## src/rtl/inst_package.sv

```systemverilog
// rtl/inst_package.sv - shared fetch/decode constants and the fetch bundle entry type
package inst_package;

    localparam logic [5:0]  NOP_OPCODE   = 6'h3c;
    localparam logic [63:0] NOP_BUNDLE   = {NOP_OPCODE, 26'b0, NOP_OPCODE, 26'b0};
    localparam int          DEF_IMEM_LAT = 2;
    localparam int          DEF_DEPTH    = 4;

    typedef struct packed {
        logic [31:0] pc;
        logic [63:0] inst;
    } fetch_entry_t;

    localparam fetch_entry_t EMPTY_ENTRY = '{pc: 32'h0, inst: NOP_BUNDLE};

endpackage

```

## src/rtl/fetch_fifo.sv

```systemverilog
// rtl/fetch_fifo.sv - bundle FIFO with registered head; flush beats push, empty head reads as bubble
module fetch_fifo
    import inst_package::*;
#(
    parameter int DEPTH = DEF_DEPTH,
    parameter int CNT_W = $clog2(DEPTH + 1)
) (
    input  logic             clk,
    input  logic             rstn,
    input  logic             push_i,
    input  logic             pop_i,
    input  logic             flush_i,
    input  fetch_entry_t     push_data_i,
    output fetch_entry_t     head_o,
    output logic [CNT_W-1:0] count_o
);
    localparam int PTR_W = (DEPTH > 1) ? $clog2(DEPTH) : 1;

    fetch_entry_t     mem_q [DEPTH];
    fetch_entry_t     head_q, head_d;
    logic [PTR_W-1:0] rd_q, rd_d, wr_q, wr_d;
    logic [CNT_W-1:0] count_q, count_d;
    logic             do_push, do_pop;

    function automatic logic [PTR_W-1:0] ptr_inc(input logic [PTR_W-1:0] p);
        return (p == PTR_W'(DEPTH - 1)) ? '0 : p + PTR_W'(1);
    endfunction

    always_comb begin
        do_push = push_i && !flush_i;
        do_pop  = pop_i && !flush_i && (count_q != '0);
        rd_d    = rd_q;
        wr_d    = wr_q;
        count_d = count_q;
        head_d  = head_q;
        if (flush_i) begin
            rd_d    = '0;
            wr_d    = '0;
            count_d = '0;
            head_d  = EMPTY_ENTRY;
        end else begin
            if (do_push) wr_d = ptr_inc(wr_q);
            if (do_pop)  rd_d = ptr_inc(rd_q);
            count_d = count_q + CNT_W'(do_push) - CNT_W'(do_pop);
            // The next head may be the entry being written this cycle, so bypass it.
            if (count_d == '0)
                head_d = EMPTY_ENTRY;
            else if (do_push && (rd_d == wr_q))
                head_d = push_data_i;
            else
                head_d = mem_q[rd_d];
        end
    end

    always_ff @(posedge clk) begin
        if (!rstn) begin
            rd_q    <= '0;
            wr_q    <= '0;
            count_q <= '0;
            head_q  <= EMPTY_ENTRY;
        end else begin
            rd_q    <= rd_d;
            wr_q    <= wr_d;
            count_q <= count_d;
            head_q  <= head_d;
        end
    end

    always_ff @(posedge clk) begin
        if (do_push) mem_q[wr_q] <= push_data_i;
    end

    assign head_o  = head_q;
    assign count_o = count_q;

endmodule

```

## src/rtl/mfetch.sv

```systemverilog
// rtl/mfetch.sv - main-core fetch stage: PC, credit-gated imem issue, in-flight tags, bundle FIFO
// Optional FETCH_PERF_EN adds saturating bubble/redirect counters.
module mfetch
    import inst_package::*;
#(
    parameter logic [31:0] RESET_PC = 32'h0,
    parameter int          IMEM_LAT = DEF_IMEM_LAT,
    parameter int          DEPTH    = DEF_DEPTH,
    parameter int          ADDR_W   = 15
) (
    input  logic              clk,
    input  logic              rstn,
    input  logic              interlock,
    input  logic              branch_flag,
    input  logic [31:0]       branch_pc,
    output logic [ADDR_W-1:0] imem_addr,
    output logic              imem_en,
    input  logic [63:0]       imem_dout,
    output logic [31:0]       pc,
    output logic [63:0]       inst
`ifdef FETCH_PERF_EN
    ,
    output logic [31:0]       perf_bubble_cnt,
    output logic [31:0]       perf_redirect_cnt
`endif
);
    localparam int CNT_W  = $clog2(DEPTH + 1);
    localparam int USED_W = CNT_W + 1;

    if (IMEM_LAT < 1 || IMEM_LAT > 4) begin : g_lat_check
        $error("mfetch: IMEM_LAT must be in 1..4");
    end
    if (DEPTH < IMEM_LAT + 1) begin : g_depth_check
        $error("mfetch: DEPTH must be at least IMEM_LAT+1");
    end

    logic [31:0]         fpc_q, fpc_d;
    logic [IMEM_LAT-1:0] vld_q, vld_d;
    logic [31:0]         tag_q [IMEM_LAT];
    logic [31:0]         tag_d [IMEM_LAT];
    logic [CNT_W-1:0]    fifo_count;
    logic [USED_W-1:0]   used;
    logic [31:0]         req_pc;
    logic                issue;
    fetch_entry_t        head;
    fetch_entry_t        push_entry;

    always_comb begin
        used = USED_W'(fifo_count);
        for (int i = 0; i < IMEM_LAT; i++) used = used + USED_W'(vld_q[i]);
    end

    // A redirect always issues: the flush it causes frees every credit.
    assign issue  = rstn && (branch_flag || (used < USED_W'(DEPTH)));
    assign req_pc = branch_flag ? branch_pc : fpc_q;

    always_comb begin
        fpc_d    = issue ? req_pc + 32'd1 : fpc_q;
        vld_d[0] = issue;
        tag_d[0] = req_pc;
        for (int i = 1; i < IMEM_LAT; i++) begin
            vld_d[i] = branch_flag ? 1'b0 : vld_q[i-1];
            tag_d[i] = tag_q[i-1];
        end
    end

    always_ff @(posedge clk) begin
        if (!rstn) begin
            fpc_q <= RESET_PC;
            vld_q <= '0;
        end else begin
            fpc_q <= fpc_d;
            vld_q <= vld_d;
        end
    end

    always_ff @(posedge clk) begin
        for (int i = 0; i < IMEM_LAT; i++) tag_q[i] <= tag_d[i];
    end

    assign push_entry = '{pc: tag_q[IMEM_LAT-1], inst: imem_dout};

    fetch_fifo #(
        .DEPTH (DEPTH),
        .CNT_W (CNT_W)
    ) u_fifo (
        .clk         (clk),
        .rstn        (rstn),
        .push_i      (vld_q[IMEM_LAT-1] && !branch_flag),
        .pop_i       (!interlock && !branch_flag),
        .flush_i     (branch_flag),
        .push_data_i (push_entry),
        .head_o      (head),
        .count_o     (fifo_count)
    );

    assign imem_en   = issue;
    assign imem_addr = req_pc[ADDR_W-1:0];
    assign pc        = head.pc;
    assign inst      = head.inst;

`ifdef FETCH_PERF_EN
    logic [31:0] bubble_cnt_q, redirect_cnt_q;

    always_ff @(posedge clk) begin
        if (!rstn) begin
            bubble_cnt_q   <= '0;
            redirect_cnt_q <= '0;
        end else begin
            if (!interlock && !branch_flag && fifo_count == '0 && bubble_cnt_q != '1)
                bubble_cnt_q <= bubble_cnt_q + 32'd1;
            if (branch_flag && redirect_cnt_q != '1)
                redirect_cnt_q <= redirect_cnt_q + 32'd1;
        end
    end

    assign perf_bubble_cnt   = bubble_cnt_q;
    assign perf_redirect_cnt = redirect_cnt_q;
`endif

endmodule
```

## config.mk

```make
export PLATFORM = sky130hd
export DESIGN_NAME = mfetch
export DESIGN_NICKNAME = d
export VERILOG_FILES = /design/src/rtl/inst_package.sv /design/src/rtl/fetch_fifo.sv /design/src/rtl/mfetch.sv
export SDC_FILE = /design/constraint.sdc
export NUM_CORES = 1
export LEC_CHECK = 0
export BUFFER_PORTS_ARGS = -buffer_cell sky130_fd_sc_hd__buf_4
export CORE_ASPECT_RATIO = 1.1
export CORE_UTILIZATION = 60
export CTS_BUF_LIST = sky130_fd_sc_hd__clkbuf_16
export CTS_CLUSTER_SIZE = 10
export DETAILED_ROUTE_END_ITERATION = 16
export PLACE_DENSITY = 0.8
export SETUP_SLACK_MARGIN = 0.1
export SYNTH_ARGS = -nofsm -noshare
export SYNTH_HDL_FRONTEND = slang
export SYNTH_SLANG_ARGS = --single-unit
```

## constraint.sdc

```tcl
create_clock -name clk -period 9.7 [get_ports clk]
set_input_delay 1.94 -clock clk [delete_from_list [all_inputs] [get_ports clk]]
set_output_delay 1.94 -clock clk [all_outputs]
set_load 0.005 [all_outputs]
```

# After elaboration in Yosys (flattened, before gate mapping)

Memory sizes are Yosys's and may differ from the RTL's. A register that Yosys moved wholly into a read port is not among the register bits.
Cells that the tools add are included.

ROM bits: 0
Input bits: 100
Memories kept: 2
Register bits after elaboration: 41
Logic and storage cells: 39
Bits in latches: 0
Output and inout port bits: 112
Bits in writable memories: 448

Memories:

| memory       | words | bits a word | read ports | clocked after Yosys merged registers in | wr ports | RTL line         | text |
|---|---|---|---|---|---|---|---|
| u_fifo.mem_q | 4     | 96          | 1          | 1                                       | 1        | fetch_fifo.sv:19 | `fetch_entry_t mem_q [DEPTH];` |
| tag_q        | 2     | 32          | 2          | 0                                       | 2        | mfetch.sv:39     | `logic [31:0] tag_q [IMEM_LAT];` |

Bitwise logic cells: 1
Mux-type cells: 7
Add/subtract/negate cells: 7
Reduce and logical (&&, ||, !) cells: 13
Multiply operators: 0
Shift-type cells: 0
Div/mod/pow operators: 0
$lt $le $gt $ge: 1
Eq/ne operators: 2

Operators by type and width:

| operator                | count |
|---|---|
| $add A32 B1 Y32 const B | 1 |
| $mux W32                | 1 |
| $mux W2                 | 4 |
| $logic_and A1 B1 Y1     | 6 |
| $add A2 B1 Y2 const B   | 2 |
| $add A3 B1 Y4           | 1 |
| $add A4 B1 Y4           | 1 |
| $eq A2 B2 Y1 const B    | 2 |
| $lt A4 B3 Y1 const B    | 1 |
| $add A3 B1 Y3           | 1 |
| $logic_not A3 Y1        | 1 |
| $reduce_bool A3 Y1      | 1 |
| $reduce_or A3 Y1        | 1 |
| $sub A3 B1 Y3           | 1 |
| $logic_not A1 Y1        | 2 |
| $mux W1                 | 2 |
| $reduce_or A2 Y1        | 1 |
| $logic_or A1 B1 Y1      | 1 |
| $not A1 Y1              | 1 |

# Logic depth before layout (Yosys ltp)

Depth after elaboration: 7
Depth in mapped cells: 16
Depth with buffers taken out: 10

# Cells and area by module

A second synthesis with hierarchy kept.

Cells, all modules: 1512
Area total of the unflattened synthesis: 21976.1 µm²

Modules (own cells, without submodules):

| module     | area an instance (µm²) | times used | sequential area each (µm²) | cells each |
|---|---|---|---|---|
| fetch_fifo | 17941.0                | 1          | 13593.0                    | 1093 |
| mfetch     | 4035.1                 | 1          | 1961.9                     | 419 |

# Worst setup path after synthesis

OpenSTA, ideal clock, no wires.

Path kind: input -> output
Start: in branch_flag
End: out imem_addr[0]
Cell stages on the path: 7
Arrival time: 3.604 ns
Buffers on the path: 6
Path slack: 4.156 ns
Data required time: 7.760 ns
Path through: buf_2 > buf_2 > buf_2 > buf_1 > clkbuf_1 > mux2_2 > buf_4

Cells in the longest elaborated chain, start to end: 1

RTL lines:

| element         | RTL line     | text |
|---|---|---|
| start, declared | mfetch.sv:14 | `input logic branch_flag,` |
| $mux W32        | mfetch.sv:55 | `assign req_pc = branch_flag ? branch_pc : fpc_q;` |
| end, declared   | mfetch.sv:16 | `output logic [ADDR_W-1:0] imem_addr,` |

No other way between the ends.

# Final worst setup path

Start: in branch_flag
End: out imem_en

Cells in the longest elaborated chain, start to end: 2

RTL lines:

| element             | RTL line     | text |
|---|---|---|
| $logic_or A1 B1 Y1  | mfetch.sv:54 | `assign issue = rstn && (branch_flag \|\| (used < USED_W'(DEPTH)));` |
| $logic_and A1 B1 Y1 | mfetch.sv:54 |  |
| end, declared       | mfetch.sv:17 | `output logic imem_en,` |

No other way between the ends.

==> impl_results.md <==
- Status: completed
- Mapped Avg Cell Area: 14.10 sq um
- Most frequent cells after synthesis: edfxtp_1 (384), dfxtp_1 (201), and3_1 (195)
- Yosys top cell by area: edfxtp_1
- Setup Crit Path Kind: in -> out
- Total negative slack: 0 ns
- Worst-case reg-to-reg path depth: 6
- CORE AREA: between 30,000 and 40,000 sq um
- Area of the multi-input gates: between 6000 and 7000 sq um
- # IOs: 212
- Finished Core Util: 71.34%
- # resized after CTS: 0
- Vias per cell: roughly 6.7
- First-pass GRT wire length: around 87,000 um
- CP Capture Type: output pin
- Final setup vio count: 0
- Crit path time final: slightly below 6 ns
- Warnings, synthesis: 0
- Worst-path maximum fanout: between 70 and 80
- Critical path startpoint category: input pin
- Max-Cap Viols: 0
- Yosys reg bits: approximately 590
- Buffers on Ports: between 200 and 250
- HPWL after DPL: ~29,000 um
- Residual DRC: 0
- Post-Syn Area: between 20,000 and 25,000 sq um
- CTS tree: yes
- Post-CTS Setup Inserts: 0
- Sequential fraction of the synthesis area: 67.58%
- RSZ-0062 raised after global routing: no
- CTS max path bufs: 3
- Rel. slew slack: a little over a fifth
- Area Overhead vs Synth: 16.21%
- Clock Sink Count: a little under 600
- Post-DRT Antenna Nets: 0
- Worst Path Required: 7.76 ns
- WL/cell: between 20 and 25 um
- Initial antenna violation count: 2
- Drt pass-1 iters: 7
- Chip Width: ~190 um
- Period utilization: about 60%
- Worst Hold Depth: 0
- Post-Route Skew: between 0.02 and 0.03 ns
- Row cnt: between 70 and 80
- Gate count after technology mapping: ~1,600
- Maximum VDD drop: approximately 0.00014 V
- Die Ht: 207.4 um
- Clock latency on the worst-skew pair: 0.58 ns
- Pwr/cell area: roughly 200 nW/um^2
- Main flop type after synthesis: edfxtp_1
- Final nets: ~1,900
- H-tree levels: 3
- Worst Path Arrival: slightly below 4 ns
- Layout cells sized above 1: between 20 and 25%
- Leakage: about 10 nW
- Slew Viols, Final: 0
- Root Buffer: clkbuf_16
- Final hold slack: roughly 0.32 ns
- Final hold vios: 0
- Hold Buf Count CTS: 0
- DRT Wirelength: between 50,000 and 60,000 um
- Starting Density: between 60 and 70%
- Worst slew pin tran: 1.176 ns
- Most numerous cell in the Yosys netlist: edfxtp_1
- DIE AREA: between 30,000 and 40,000 sq um
- F_max: about 170 MHz
- Distinct cells, synth: 62
- Largest net degree at the start of global routing: about 120
- Grt ovf: 0
- Clock-pin slew of the registers on the worst-case setup and hold paths: 0.05 ns
- Post-synth EDFFs: 384
- Post-synth ARST share: 0%
- Reg area: ~16,000 sq um
- Fillers: 2,465
- Largest cells by area after synthesis: edfxtp_1 (50%), dfxtp_1 (17%), a211oi_1 (6.3%)
- DR vias: about 16,000
- Gp weighted congestion: 0.8701
- GRT Overall Usage: between 20 and 30%
- HP Class: reg -> reg
- Post-synth top area share: 50.10%
- Vias in the first global route: 15,520
- CTS buffer count: 69
- First DRT Iteration DRCs: ~1,600
- Mapped Nets: approximately 1,700
==> worst paths after layout <==
kind                                 from                            to  slack, ns
max reg2reg  u_fifo.count_o[1]$_SDFF_PP0_  u_fifo.head_o[61]$_SDFF_PP1_       5.11
max                           branch_flag                       imem_en       3.90
min                  tag_q[0][18]$_DFF_P_          tag_q[0][50]$_DFF_P_       0.32
min reg2reg          tag_q[0][18]$_DFF_P_          tag_q[0][50]$_DFF_P_       0.32
==> sequential cells by signal, summed over array words and instances (netlist names) <==
name	cells
tag_q	64
vld_q	2
u_fifo.wr_q	2
fpc_q	32
u_fifo.head_o	96
u_fifo.rd_q	2
u_fifo.mem_q	384
u_fifo.count_o	3
==> report_power, final <==
part	leakage, nW	internal (mW)	switching (mW)
clock	1.19	1.36	0.950
combinational	3.42	0.118	0.166
sequential	5.13	2.75	0.0555
==> kinds of logic after synthesis <==
group	share of synthesized area, %
flip-flops	67.58
AO/OA/AOI/OAI	17.02
AND/OR/NAND/NOR	8.866
buffers and inverters	3.702
multiplexers	1.636
XOR/XNOR	0.5653
adder cells (fa/ha/maj)	0.6305
==> layout by cell type (no fill, tap or decap), types with 4 or more instances in the layout <==
master,synthesis,final
xnor2_1,8,8
nand2_1,39,37
nand4_1,11,11
o21ai_0,13,13
and2_4,0,4
mux2i_1,5,5
o41ai_1,48,48
o31ai_1,9,8
a211oi_1,192,192
mux2_2,29,29
buf_4,15,234
ha_1,10,10
a22o_1,5,5
o311ai_0,9,9
a21oi_1,9,7
inv_1,12,61
and3_1,195,195
nand3_1,31,31
o41ai_2,40,40
nand3b_1,10,10
and2_1,10,6
nand4b_1,4,4
nor2_1,8,8
o211ai_1,17,17
dfxtp_1,201,201
or4_1,7,7
xor2_1,5,5
a21boi_0,4,4
a31oi_1,6,6
clkbuf_16,0,72
and4_1,6,6
edfxtp_1,384,384
o2111ai_1,88,88
==> final cells by class <==
class,count,area share [%]
diodes,2,0.01871
repair buffers,234,6.567
clock buffers,72,6.735
inverters,12,0.1684
flip-flops and latches,585,58.15
multi-input cells,855,25.06
clock inverters,56,0.9963
well taps,494,2.311
==> layer usage <==
layer | GRT usage, % | wire [um] | share of wire (%)
met1 | 37.20 | 22100 | 39
met5 | 0 | 0 | 0
met2 | 45.40 | 27570 | 49
met3 | 5.393 | 4931 | 8.8
met4 | 11.99 | 1736 | 3.1
==> critical path, cell delays in order <==
cell	delay, ns
buf_4	0.55
a21oi_1	0.13
and2_1	0.19
buf_4	0.24
inv_1	0.55
buf_4	0.22
==> through the flow <==
| stage | instances | setup slack [ns] | instance area [sq um] | power (mW) |
|---|---|---|---|---|
| 3_3_place_gp | 2180 | 3.573 | 24680 | 3.129 |
| 4_1_cts | 2308 | 3.901 | 26750 | 5.423 |
| 5_1_grt | 2310 | 3.764 | 26750 | 5.554 |
| 3_5_place_dp | 2180 | 3.501 | 24680 | 3.140 |
| 6_report | 2310 | 3.897 | 26750 | 5.406 |
| 2_1_floorplan | 1633 | 4.156 | 23020 | 3.005 |
(Power assumes the default switching activity.)
